==> src/rtl/apuf_pkg.sv <==
// Shared definitions for the arbiter-PUF evaluation controller:
// FSM state encoding, default parameter values and the vote threshold helper.
package apuf_pkg;

  localparam int N_STAGE_DEF     = 64;
  localparam int N_EVAL_DEF      = 15;
  localparam int SETTLE_CYC_DEF  = 8;
  localparam int TIMEOUT_CYC_DEF = 255;

  typedef enum logic [2:0] {
    IDLE   = 3'd0,
    SETTLE = 3'd1,
    FIRE   = 3'd2,
    RELAX  = 3'd3,
    DONE   = 3'd4
  } state_t;

  // Majority threshold: the voted bit is 1 when ones_cnt exceeds this value.
  function automatic logic [7:0] vote_thresh(input int n_eval);
    return 8'(n_eval / 2);
  endfunction

endpackage

==> src/rtl/apuf_eval_ctrl_if.sv <==
// Host-side challenge/response channels of the PUF evaluation controller.
// Handshake: a transfer happens on a rising clk edge where valid and ready are
// both 1. The source holds valid and its payload steady until that edge; the
// sink may raise or drop ready freely. chal_ready is 1 only while the
// controller is idle; resp_valid stays 1 with a stable payload until accepted.
interface apuf_eval_ctrl_if #(
  parameter int N_STAGE = 64
);
  logic               chal_valid;
  logic               chal_ready;
  logic [N_STAGE-1:0] chal;
  logic               resp_valid;
  logic               resp_ready;
  logic               resp_bit;
  logic [7:0]         ones_cnt;
  logic               err_timeout;

  modport master (
    output chal_valid, chal, resp_ready,
    input  chal_ready, resp_valid, resp_bit, ones_cnt, err_timeout
  );

  modport slave (
    input  chal_valid, chal, resp_ready,
    output chal_ready, resp_valid, resp_bit, ones_cnt, err_timeout
  );
endinterface

==> src/rtl/apuf_vote_acc.sv <==
// Accumulates arbiter response bits over the evaluations of one challenge and
// forms the majority decision. Both counters saturate at N_EVAL.
module apuf_vote_acc
  import apuf_pkg::*;
#(
  parameter int N_EVAL = N_EVAL_DEF
) (
  input  logic       clk,
  input  logic       rst_n,
  input  logic       clr,
  input  logic       add_en,
  input  logic       bit_in,
  output logic [7:0] ones_cnt,
  output logic [7:0] eval_cnt,
  output logic       majority
);

  logic [7:0] ones_q, ones_d;
  logic [7:0] eval_q, eval_d;

  // Next-count logic: clear on a new challenge, add one evaluation otherwise.
  always_comb begin
    ones_d = ones_q;
    eval_d = eval_q;
    if (clr) begin
      ones_d = 8'd0;
      eval_d = 8'd0;
    end else if (add_en && (eval_q < 8'(N_EVAL))) begin
      eval_d = eval_q + 8'd1;
      if (bit_in) ones_d = ones_q + 8'd1;
    end
  end

  // Counter registers.
  always_ff @(posedge clk or negedge rst_n) begin
    if (!rst_n) begin
      ones_q <= 8'd0;
      eval_q <= 8'd0;
    end else begin
      ones_q <= ones_d;
      eval_q <= eval_d;
    end
  end

  assign ones_cnt = ones_q;
  assign eval_cnt = eval_q;
  assign majority = (ones_q > vote_thresh(N_EVAL));

endmodule

==> src/rtl/apuf_eval_ctrl.sv <==
// Arbiter-PUF evaluation controller: latches a challenge, launches N_EVAL
// races with settle/relax gaps, majority-votes the arbiter outputs and
// returns the result over a valid/ready channel. Purely synchronous.
module apuf_eval_ctrl
  import apuf_pkg::*;
#(
  parameter int N_STAGE     = N_STAGE_DEF,
  parameter int N_EVAL      = N_EVAL_DEF,
  parameter int SETTLE_CYC  = SETTLE_CYC_DEF,
  parameter int TIMEOUT_CYC = TIMEOUT_CYC_DEF
) (
  input  logic               clk,
  input  logic               rst_n,
  apuf_eval_ctrl_if.slave    host,
  output logic [N_STAGE-1:0] cT,
  output logic [N_STAGE-1:0] cB,
  output logic               tigSignal,
  input  logic               respReady,
  input  logic               respBit,
  output state_t             state_dbg
);

  localparam logic [15:0] SETTLE_LAST  = 16'(SETTLE_CYC - 1);
  localparam logic [15:0] TIMEOUT_LAST = 16'(TIMEOUT_CYC - 1);

  state_t             state_q, state_d;
  logic [15:0]        settle_cnt_q, settle_cnt_d;
  logic [15:0]        fire_cnt_q, fire_cnt_d;
  logic [N_STAGE-1:0] chal_q, chal_d;
  logic               err_q, err_d;
  logic               tig_q, tig_d;
  logic               acc_clr, acc_add;
  logic [7:0]         ones_cnt, eval_cnt;
  logic               majority;

  apuf_vote_acc #(.N_EVAL(N_EVAL)) u_vote (
    .clk      (clk),
    .rst_n    (rst_n),
    .clr      (acc_clr),
    .add_en   (acc_add),
    .bit_in   (respBit),
    .ones_cnt (ones_cnt),
    .eval_cnt (eval_cnt),
    .majority (majority)
  );

  // Next-state, counters and capture control.
  always_comb begin
    state_d      = state_q;
    settle_cnt_d = settle_cnt_q;
    fire_cnt_d   = fire_cnt_q;
    chal_d       = chal_q;
    err_d        = err_q;
    acc_clr      = 1'b0;
    acc_add      = 1'b0;
    unique case (state_q)
      IDLE: begin
        if (host.chal_valid) begin
          chal_d       = host.chal;
          err_d        = 1'b0;
          acc_clr      = 1'b1;
          settle_cnt_d = 16'd0;
          state_d      = SETTLE;
        end
      end
      SETTLE: begin
        if (settle_cnt_q == SETTLE_LAST) begin
          settle_cnt_d = 16'd0;
          fire_cnt_d   = 16'd0;
          state_d      = FIRE;
        end else begin
          settle_cnt_d = settle_cnt_q + 16'd1;
        end
      end
      FIRE: begin
        // A response arriving in the last allowed cycle still counts.
        if (respReady) begin
          acc_add      = 1'b1;
          settle_cnt_d = 16'd0;
          state_d      = RELAX;
        end else if (fire_cnt_q == TIMEOUT_LAST) begin
          err_d   = 1'b1;
          state_d = DONE;
        end else begin
          fire_cnt_d = fire_cnt_q + 16'd1;
        end
      end
      RELAX: begin
        if (settle_cnt_q == SETTLE_LAST) begin
          settle_cnt_d = 16'd0;
          if (eval_cnt < 8'(N_EVAL)) begin
            fire_cnt_d = 16'd0;
            state_d    = FIRE;
          end else begin
            state_d = DONE;
          end
        end else begin
          settle_cnt_d = settle_cnt_q + 16'd1;
        end
      end
      DONE: begin
        if (host.resp_ready) state_d = IDLE;
      end
      default: state_d = IDLE;
    endcase
    // Launch line is a flop that is high exactly while the FSM sits in FIRE.
    tig_d = (state_d == FIRE);
  end

  // State and datapath registers.
  always_ff @(posedge clk or negedge rst_n) begin
    if (!rst_n) begin
      state_q      <= IDLE;
      settle_cnt_q <= 16'd0;
      fire_cnt_q   <= 16'd0;
      chal_q       <= '0;
      err_q        <= 1'b0;
      tig_q        <= 1'b0;
    end else begin
      state_q      <= state_d;
      settle_cnt_q <= settle_cnt_d;
      fire_cnt_q   <= fire_cnt_d;
      chal_q       <= chal_d;
      err_q        <= err_d;
      tig_q        <= tig_d;
    end
  end

  assign cT               = chal_q;
  assign cB               = chal_q;
  assign tigSignal        = tig_q;
  assign state_dbg        = state_q;
  assign host.chal_ready  = (state_q == IDLE);
  assign host.resp_valid  = (state_q == DONE);
  assign host.resp_bit    = (state_q == DONE) && !err_q && majority;
  assign host.ones_cnt    = ones_cnt;
  assign host.err_timeout = err_q;

endmodule

==> src/flat_wrapper.sv <==
// flat-port wrapper written by rule: the top's interface ports become plain ports
module apuf_eval_ctrl_flat import apuf_pkg::*;
#(
  parameter int N_STAGE     = N_STAGE_DEF,
  parameter int N_EVAL      = N_EVAL_DEF,
  parameter int SETTLE_CYC  = SETTLE_CYC_DEF,
  parameter int TIMEOUT_CYC = TIMEOUT_CYC_DEF
)
  (clk, rst_n, cT, cB, tigSignal, respReady, respBit, state_dbg, host_chal_valid, host_chal, host_resp_ready, host_chal_ready, host_resp_valid, host_resp_bit, host_ones_cnt, host_err_timeout);
  apuf_eval_ctrl_if #(.N_STAGE(N_STAGE)) host_i ();
  input  logic clk;
  input  logic rst_n;
  output logic [N_STAGE-1:0] cT;
  output logic [N_STAGE-1:0] cB;
  output logic tigSignal;
  input  logic respReady;
  input  logic respBit;
  output state_t state_dbg;
  input wire logic [$bits(host_i.chal_valid)-1:0] host_chal_valid;
  input wire logic [$bits(host_i.chal)-1:0] host_chal;
  input wire logic [$bits(host_i.resp_ready)-1:0] host_resp_ready;
  output wire logic [$bits(host_i.chal_ready)-1:0] host_chal_ready;
  output wire logic [$bits(host_i.resp_valid)-1:0] host_resp_valid;
  output wire logic [$bits(host_i.resp_bit)-1:0] host_resp_bit;
  output wire logic [$bits(host_i.ones_cnt)-1:0] host_ones_cnt;
  output wire logic [$bits(host_i.err_timeout)-1:0] host_err_timeout;
  assign host_i.chal_valid = host_chal_valid;
  assign host_i.chal = host_chal;
  assign host_i.resp_ready = host_resp_ready;
  assign host_chal_ready = host_i.chal_ready;
  assign host_resp_valid = host_i.resp_valid;
  assign host_resp_bit = host_i.resp_bit;
  assign host_ones_cnt = host_i.ones_cnt;
  assign host_err_timeout = host_i.err_timeout;
  apuf_eval_ctrl #(.N_STAGE(N_STAGE), .N_EVAL(N_EVAL), .SETTLE_CYC(SETTLE_CYC), .TIMEOUT_CYC(TIMEOUT_CYC)) u_core (.clk(clk), .rst_n(rst_n), .host(host_i), .cT(cT), .cB(cB), .tigSignal(tigSignal), .respReady(respReady), .respBit(respBit), .state_dbg(state_dbg));
endmodule
==> config.mk <==
export PLATFORM = sky130hd
export DESIGN_NAME = apuf_eval_ctrl_flat
export DESIGN_NICKNAME = d
export VERILOG_FILES = /design/src/rtl/apuf_pkg.sv /design/src/rtl/apuf_eval_ctrl_if.sv /design/src/rtl/apuf_vote_acc.sv /design/src/rtl/apuf_eval_ctrl.sv /design/src/flat_wrapper.sv
export SDC_FILE = /design/constraint.sdc
export NUM_CORES = 1
export LEC_CHECK = 0
export BUFFER_PORTS_ARGS = -buffer_cell sky130_fd_sc_hd__buf_2
export CAP_MARGIN = 10
export CORE_ASPECT_RATIO = 0.6
export CORE_MARGIN = 8
export CORE_UTILIZATION = 50
export CTS_BUF_LIST = sky130_fd_sc_hd__clkbuf_4 sky130_fd_sc_hd__clkbuf_8 sky130_fd_sc_hd__clkbuf_16
export CTS_CLUSTER_DIAMETER = 150
export CTS_CLUSTER_SIZE = 24
export DETAILED_ROUTE_END_ITERATION = 6
export GPL_TIMING_DRIVEN = 1
export MAX_ROUTING_LAYER = met4
export PLACE_DENSITY = 0.79
export SLEW_MARGIN = 20
export SYNTH_ARGS = -nofsm -noshare
export SYNTH_HDL_FRONTEND = slang
export SYNTH_HIERARCHICAL = 1
export SYNTH_SLANG_ARGS = --single-unit
==> constraint.sdc <==
create_clock -name clk -period 3.1 [get_ports clk]
set_input_delay 0.465 -clock clk [delete_from_list [all_inputs] [get_ports clk]]
set_output_delay 0.465 -clock clk [all_outputs]
set_load 0.05 [all_outputs]
# Word level (Yosys, flattened, before mapping)
# Index checks and enable logic that the tools add are counted.
# word_totals
reg_bits	117
in_bits	70
out_inout_bits	144
# classes
add_sub_neg	4
magnitude_cmp	2
n_eq_ne	15
n_mux	31
n_reduce_logical	16
# op_table
cell	count
16-bit two-way mux	8
16-bit one-hot mux with 3 select lines	2
8-bit two-way mux	5
16-bit by 1-bit adder with 16-bit output, second input constant	2
3-bit two-way mux	7
8-bit by 1-bit adder with 8-bit output, second input constant	2
16-bit by 3-bit equality test with 1-bit output, second input constant	1
16-bit by 8-bit equality test with 1-bit output, second input constant	1
3-bit one-hot mux with 5 select lines	1
3-bit by 2-bit equality test with 1-bit output, second input constant	3
8-bit by 3-bit > comparator with 1-bit output, second input constant	1
8-bit by 4-bit < comparator with 1-bit output, second input constant	1
2-bit by 1-bit != test with 1-bit output, second input constant	4
2-bit != test, second input constant	4
1-bit two-way mux	7
6-bit AND reduction	1
2-bit nonzero test	3
3-bit nonzero test	2
2-bit AND reduction	2
4-bit AND reduction	1
3-bit by 1-bit equality test with 1-bit output, second input constant	1
3-bit equality test, second input constant	1
1-bit logical AND	3
3-bit logical NOT	1
other kinds (4)	4

# Depth between registers and ports, before layout
# Gate-level depths: netlist (run 1).
# logic_depth
word_depth	5
depth_mapped	10
mapped_depth_nobuf	8

# Hierarchy
# Netlist (run 1), hierarchy kept.
# modules_own_cells
module	instances	cells_per_inst	area_per_inst_um2	seq_area_each_um2
apuf_eval_ctrl	1	428	4961.0	2527.4
apuf_vote_acc	1	80	778.2	400.4

# Least setup slack after synthesis (run 1)
# Ideal clock, no wire load.
# synth_path
path_kind	reg2out
from	register u_core.state_q[0], in the netlist u_core/state_dbg[0]
to	output port host_resp_bit
arrival_ps	2685
t_required_ps	2635
path_slack_ps	-50
path_stages_with_launch	4
path_buffers	1
path_cell_list	dfrtp_1 buf_2 nor3b_1 and3_1
# synth_between
elab_chain_len	3
# synth_rtl
item	line_no	source
start: declaration	apuf_eval_ctrl.sv:26	state_t state_q, state_d;
start signal: assignment	apuf_eval_ctrl.sv:120	state_q <= state_d;
3-bit equality test	n/a	
net host_resp_valid	flat_wrapper.sv:23	output wire logic [$bits(host_i.resp_valid)-1:0] host_resp_valid;
1-bit logical AND (2 in series)	apuf_eval_ctrl.sv:135	assign host.resp_bit = (state_q == DONE) && !err_q && majority;
end: declaration	flat_wrapper.sv:24	output wire logic [$bits(host_i.resp_bit)-1:0] host_resp_bit;
# The timed path passes the listed nets, and every way through them passes these cells.

# Final worst setup path (run 1)
# layout_path
from	register u_core.state_q[0], in the netlist u_core/state_dbg[0]
to	register u_core.u_vote.ones_q[5], in the netlist u_core/u_vote/ones_cnt[5]
# layout_between
elab_chain_len	5
# layout_rtl
item	line_no	source
3-bit by 2-bit equality test with 1-bit output	apuf_eval_ctrl.sv:56	unique case (state_q)
1-bit two-way mux	apuf_eval_ctrl.sv:56	
net u_core.acc_add	apuf_eval_ctrl.sv:32	logic acc_clr, acc_add;
1-bit logical AND	apuf_vote_acc.sv:28	end else if (add_en && (eval_q < 8'(N_EVAL))) begin
2-bit nonzero test (no source line)	n/a	
2-bit AND reduction (no source line)	n/a	
end signal: assignment	apuf_vote_acc.sv:40	ones_q <= ones_d;
end: declaration	apuf_vote_acc.sv:18	logic [7:0] ones_q, ones_d;
# The timed path passes the listed nets, and every way through them passes these cells.
# A chain may end at the register's enable or synchronous reset.

==> results of run 1 <==
==> path summary, 6_finish.rpt <==
| check | slack (ns) | end | depth (start not counted) | startpoint |
|---|---|---|---|---|
| max | 0.45 | u_core/u_vote/ones_cnt[5]$_DFFE_PN0P_ | 6 | u_core/state_dbg[0]$_DFF_PN0_ |
| min in group clk | 0.30 | u_core/cB[30]$_DFFE_PN0P_ | 2 | host_chal[30] |
| max reg2reg | 0.45 | u_core/u_vote/ones_cnt[5]$_DFFE_PN0P_ | 6 | u_core/state_dbg[0]$_DFF_PN0_ |
| min reg2reg | 0.52 | u_core/cB[53]$_DFFE_PN0P_ | 1 | u_core/cB[53]$_DFFE_PN0P_ |
| min | 0.10 | u_core/cB[32]$_DFFE_PN0P_ | 1 | rst_n |
| max in group asynchronous | 2.21 | u_core/u_vote/eval_cnt[2]$_DFFE_PN0P_ | 2 | rst_n |
==> layout make-up <==
cell class	count	area (um2)	share of cell area (%)
flip-flops and latches	117	2928	41.33
inverters	8	30.03	0.4239
well taps	144	180.2	2.543
clock inverters	8	120.1	1.696
clock buffers	23	508.0	7.171
multi-input cells	301	2202	31.08
repair buffers	216	1116	15.75
==> kinds of logic after synthesis <==
logic type	after synthesis
xor+xnor	11
compound gates	79
buf+inv	90
flops	117
simple gates	140
mux	66
fa+ha+maj	5
==> critical path, delay by kind of cell, from the launching register on <==
kind | cells | cell delay [ns]
and+or+nand+nor | 5 | 1.93
DFF | 1 | 0.49
AOI/OAI and AO/OA | 1 | 0.15
==> layer usage <==
layer	GRT usage, %	share of wire, %	vias up
li1	-	-	2070
met1	24.80	44	2133
met2	31.50	48	184
met3	5.068	6.5	21
met4	6.442	1.3	0
met5	-	0	-
==> through the flow <==
stage	instance area (um2)	hold WS (ns)	setup slack, ns	util, %	std cells
floorplan	5744	0.1694	0.04289	-	508
global placement	6456	0.5022	0.5213	57.33	786
detailed placement	6456	0.5132	0.4610	57.33	786
CTS	7084	0.1280	0.4465	62.91	817
global route	7084	0.1646	0.2747	62.91	817
finish	7084	0.1047	0.4494	62.91	817
==> sequential cells by signal (all words and copies together) (netlist names) <==
register	count
u_core/cB	64
u_core/fire_cnt_q	16
u_core/settle_cnt_q	16
u_core/u_vote/eval_cnt	8
u_core/u_vote/ones_cnt	8
u_core/state_dbg	3
u_core/host.err_timeout	1
u_core/tigSignal	1
==> synthesized netlist by cell type, types with 6 or more instances <==
cell / count / share of area, %
dfrtp_1: 117 / 51
buf_4: 68 / 8.9
mux2_2: 66 / 13
o21ai_0: 26 / 2.3
nand2_1: 25 / 1.6
a21oi_1: 21 / 1.8
nand3_1: 21 / 1.8
nor2_1: 21 / 1.4
nand4_1: 12 / 1.3
a31oi_1: 9 / 0.98
and3_1: 9 / 0.98
nor4_1: 9 / 0.98
xor2_1: 8 / 1.2
buf_2: 7 / 0.61
inv_1: 7 / 0.46
o31ai_1: 6 / 0.78
==> results.sh, run 1 <==
export IMPL_start_kind="flop"
export IMPL_finalHoldViolCount=0
export IMPL_status="finished, final reports clean"
export IMPL_critPathSlowestCell="or4_4"
export IMPL_tightestPinTransition_ns=0.8259
export IMPL_grt_pass1_vias=4661
export IMPL_h_tree_depth=4
export IMPL_ys_ff_latch=117
export IMPL_ys_flop_type="dfrtp_1"
export IMPL_period_share_pct=85.50
export IMPL_dp_hpwl_um=11060
export IMPL_synth_mux_area_share_pct=12.95
export IMPL_cts_sinks=117
export IMPL_syn_area_mm2=0.005739
export IMPL_critPathMaxFanout=12
export IMPL_syn_nets=583
export IMPL_synth_compound_area_share_pct=8.262
export IMPL_yosys_area_share_simple_pct=14.26
export IMPL_num_rows=30
export IMPL_synth_top_family_by_area="simple AND/OR/NAND/NOR gates"
export IMPL_wl_um=14810
export IMPL_grt_antenna_before_repair=0
export IMPL_period_minus_slack_ns=2.651
export IMPL_cp_cell_sequence="nor3b_1, and2_1, or4b_4, or4_4, or3_1, a21oi_1"
export IMPL_grt_pass1_wl_um=24090
export IMPL_drc=0
export IMPL_drtPass1Iterations=5
export IMPL_rsz0062_at_grt="no"
export IMPL_synth_avg_cell_area_um2=11.30
export IMPL_clock_root_buffer="clkbuf_16"
export IMPL_overflow=0
export IMPL_clkLatencyLatePin_ns=0.40
export IMPL_end_kind="flop"
export IMPL_design_core_area_mm2=0.01126
export IMPL_ys_types=54
export IMPL_postCtsSetupBuffers=0
export IMPL_relSlewSlack_pct=44.52
export IMPL_grt_max_degree=64
export IMPL_yosysSeqAreaShare_pct=51.01
export IMPL_final_cell_mix="buf_2, dfrtp_1, mux2_2"
export IMPL_numCtsBuffers=17
export IMPL_drive_above_1_share_pct=49.03
export IMPL_die_h_um=98.99
export IMPL_crit_arrival_ns=2.97
export IMPL_setup_tns_final_ns=0
export IMPL_antennaDiodeCount=0
export IMPL_io_buffers=213
export IMPL_grt_util_all_layers_pct=19.94
export IMPL_path_clk_slew_ns=0.06
export IMPL_cts_tree="built"
export IMPL_ys_warn_count=6
export IMPL_ctsHoldBuffers=0
export IMPL_cts_buffer_depth=2
export IMPL_synthXorXnorAreaFrac_pct=1.679
export IMPL_min_path_type="primary input to async pin"
export IMPL_dieArea_mm2=0.01528
export IMPL_post_cts_resize_count=0
export IMPL_fin_skew_ns=0.01039
export IMPL_vias_per_cell=5.395
export IMPL_drt_first_iter_violations=244
export IMPL_fillers=917
export IMPL_drv_cap=0
export IMPL_cpPeakStageDelay_ns=0.56
export IMPL_wire_per_inst_um=18.13
export IMPL_final_common_cell="buf_2"
export IMPL_top_level_ports=214
export IMPL_ant_nets=0
export IMPL_via_count=4408
export IMPL_start_util_pct=50.97
export IMPL_synth_edf_count=0
export IMPL_setup_viol=0
export IMPL_fin_nets=736
export IMPL_area_delta_synth_final_pct=23.44
export IMPL_place_congestion=0.9095
export IMPL_slew_violations=0
export IMPL_fmax_mhz=377.3
export IMPL_synth_adder_area_share_pct=1.090
export IMPL_netlist_instances=508
export IMPL_required_ns=3.42
export IMPL_synthArstFlopShare_pct=100.0
export IMPL_die_w_um=154.3
export IMPL_critical_path_class="flop to flop"
Power of run 1 is not shown: default switching activity piles up to over one toggle a cycle in this logic, so the estimate is an artifact.
==> run 2: changes to the inputs <==
CORE_UTILIZATION = 49   (was 50)
PLACE_DENSITY = 0.78   (was 0.79)
SYNTH_HIERARCHICAL = unset   (was 1)
==> results.sh, run 2 <==
export IMPL_place_congestion=0.9233
export IMPL_setup_ws_ns=0.2446
export IMPL_required_ns=3.42
export IMPL_ys_types=48
export IMPL_pre_cts_ws_ns=0.3286
export IMPL_synthXorXnorAreaFrac_pct=2.798
export IMPL_grt_util_all_layers_pct=19.31
export IMPL_finalHoldViolCount=0
export IMPL_postCtsSetupBuffers=0
export IMPL_ant_nets=0
export IMPL_timing_hold_ws_ns=0.08409
export IMPL_post_cts_resize_count=0
export IMPL_die_h_um=99.07
export IMPL_synth_most_common_cell="dfrtp_1"
export IMPL_cts_buffer_depth=2
export IMPL_period_minus_slack_ns=2.855
export IMPL_cpPeakStageDelay_ns=0.60
export IMPL_drtPass1Iterations=4
export IMPL_synth_edf_count=0
export IMPL_yosysSeqAreaShare_pct=51.95
export IMPL_end_kind="flop"
export IMPL_fmax_mhz=350.2
export IMPL_grtUsageMet3_pct=5.941
export IMPL_synth_area_leader_cell="dfrtp_1"
export IMPL_netlist_instances=493
export IMPL_h_tree_depth=4
export IMPL_synth_top_area_share_pct=51.95
export IMPL_grt_util_met2_pct=31.87
export IMPL_status="finished, final reports clean"
export IMPL_fin_cells=805
export IMPL_ys_warn_count=0
export IMPL_numCtsBuffers=17
export IMPL_design_core_area_mm2=0.01126
export IMPL_tightestPinTransition_ns=0.6775
export IMPL_ys_flop_type="dfrtp_1"
export IMPL_slew_violations=0
export IMPL_fillers=906
export IMPL_path_clk_slew_ns=0.05
export IMPL_critPathMaxFanout=13
export IMPL_wl_um=14510
export IMPL_drv_cap=0
export IMPL_relSlewSlack_pct=54.83
export IMPL_cts_sinks=117
export IMPL_grt_antenna_before_repair=1
export IMPL_critical_path_class="flop to flop"
export IMPL_io_buffers=213
export IMPL_dpl_cell_count=772
export IMPL_ctsHoldBuffers=0
export IMPL_largest_reg_flops=64
export IMPL_synth_compound_area_share_pct=6.572
export IMPL_cts_tree="built"
export IMPL_final_common_cell="buf_2"
export IMPL_via_count=4193
export IMPL_crit_arrival_ns=3.18
export IMPL_clkLatencyLatePin_ns=0.40
export IMPL_cp_cell_sequence="nor4_2, a41oi_2, a211oi_4, nand3_1, or4_1, a21oi_1"
export IMPL_critPathSlowestCell="or4_1"
export IMPL_grt_max_degree=70
export IMPL_drc=0
export IMPL_rsz0062_at_grt="no"
export IMPL_yosys_area_share_simple_pct=13.03
export IMPL_area_delta_synth_final_pct=23.49
export IMPL_synth_avg_cell_area_um2=11.43
export IMPL_dp_hpwl_um=11110
export IMPL_syn_nets=568
export IMPL_top_level_ports=214
export IMPL_grt_busiest_layer="met2"
export IMPL_vias_per_cell=5.209
export IMPL_met1_usage_pct=22.38
export IMPL_wire_per_inst_um=18.03
export IMPL_ys_top_cells_by_count="dfrtp_1, buf_4, mux2_2"
export IMPL_drt_first_iter_violations=212
export IMPL_fin_nets=722
export IMPL_setup_viol=0
export IMPL_synthTopCellsByArea="dfrtp_1, mux2_2, buf_4"
export IMPL_grt_pass1_vias=4378
export IMPL_num_rows=30
export IMPL_setup_tns_final_ns=0
export IMPL_start_kind="flop"
export IMPL_fin_skew_ns=0.009682
export IMPL_ys_ff_latch=117
export IMPL_grt_pass1_wl_um=23120
export IMPL_synth_top_family_by_area="multiplexers"
export IMPL_drive_above_1_share_pct=49.85
export IMPL_period_share_pct=92.11
export IMPL_syn_area_mm2=0.005635
export IMPL_synth_adder_area_share_pct=1.110
export IMPL_start_util_pct=50.04
export IMPL_clock_root_buffer="clkbuf_16"
export IMPL_overflow=0
export IMPL_final_cell_mix="buf_2, dfrtp_1, mux2_2"
export IMPL_die_w_um=154.5
export IMPL_synthArstFlopShare_pct=100.0
export IMPL_dieArea_mm2=0.01530
export IMPL_synth_mux_area_share_pct=13.50
export IMPL_min_path_type="primary input to async pin"
-- run 2: layer usage --
layer  share of wire (%)  vias to the layer above
met5                   0                        -
met4                 1.7                        0
met3                 6.2                       17
met2                  50                      147
met1                  42                     2042
li1                    -                     1987
-- run 2: through the flow --
stage | utilization (%) | instance area (um2)
floorplan | - | 5640
global placement | 56.62 | 6376
detailed placement | 56.62 | 6376
CTS | 61.78 | 6957
global route | 61.80 | 6959
finish | 61.80 | 6959
-- run 2: kinds of logic after synthesis --
group,count (synthesis)
AOI/OAI and AO/OA,54
xor gates and xnor gates,18
muxes,68
adders and majority gates,5
DFF,117
and+or+nand+nor,133
buffers and inverters,98
-- run 2: final cells by class --
cell class                      count  area [um2]  area share, %
Timing Repair Buffer              218        1119          16.07
Sequential cell                   117        2928          42.07
Antenna cell                        1       2.502        0.03596
Clock inverter                     12       120.1          1.726
Clock buffer                       20       460.4          6.616
Multi-Input combinational cell    278        2093          30.08
Inverter                           15       56.30         0.8091
Tap cell                          144       180.2          2.589
-- run 2: critical path: cells and delay by family, from the launching register on --
family | cells | cell delay [ns]
flops | 1 | 0.43
simple gates | 3 | 1.51
compound gates | 3 | 0.84
-- run 2: worst paths after layout --
path / slack (ns) / startpoint / end / cells past startpoint
setup / recovery: 0.24 / u_core.settle_cnt_q[3]$_DFFE_PN0P_ / u_core.fire_cnt_q[12]$_DFFE_PN0P_ / 6
hold / removal: 0.08 / rst_n / u_core.fire_cnt_q[6]$_DFFE_PN0P_ / 1
setup reg to reg: 0.24 / u_core.settle_cnt_q[3]$_DFFE_PN0P_ / u_core.fire_cnt_q[12]$_DFFE_PN0P_ / 6
hold reg to reg: 0.50 / u_core.u_vote.eval_cnt[4]$_DFFE_PN0P_ / u_core.u_vote.eval_cnt[4]$_DFFE_PN0P_ / 1
max in group asynchronous: 2.22 / rst_n / u_core.cB[21]$_DFFE_PN0P_ / 2
min in group clk: 0.29 / host_chal[41] / u_core.cB[41]$_DFFE_PN0P_ / 2
Power of run 2 is left out for the same reason.
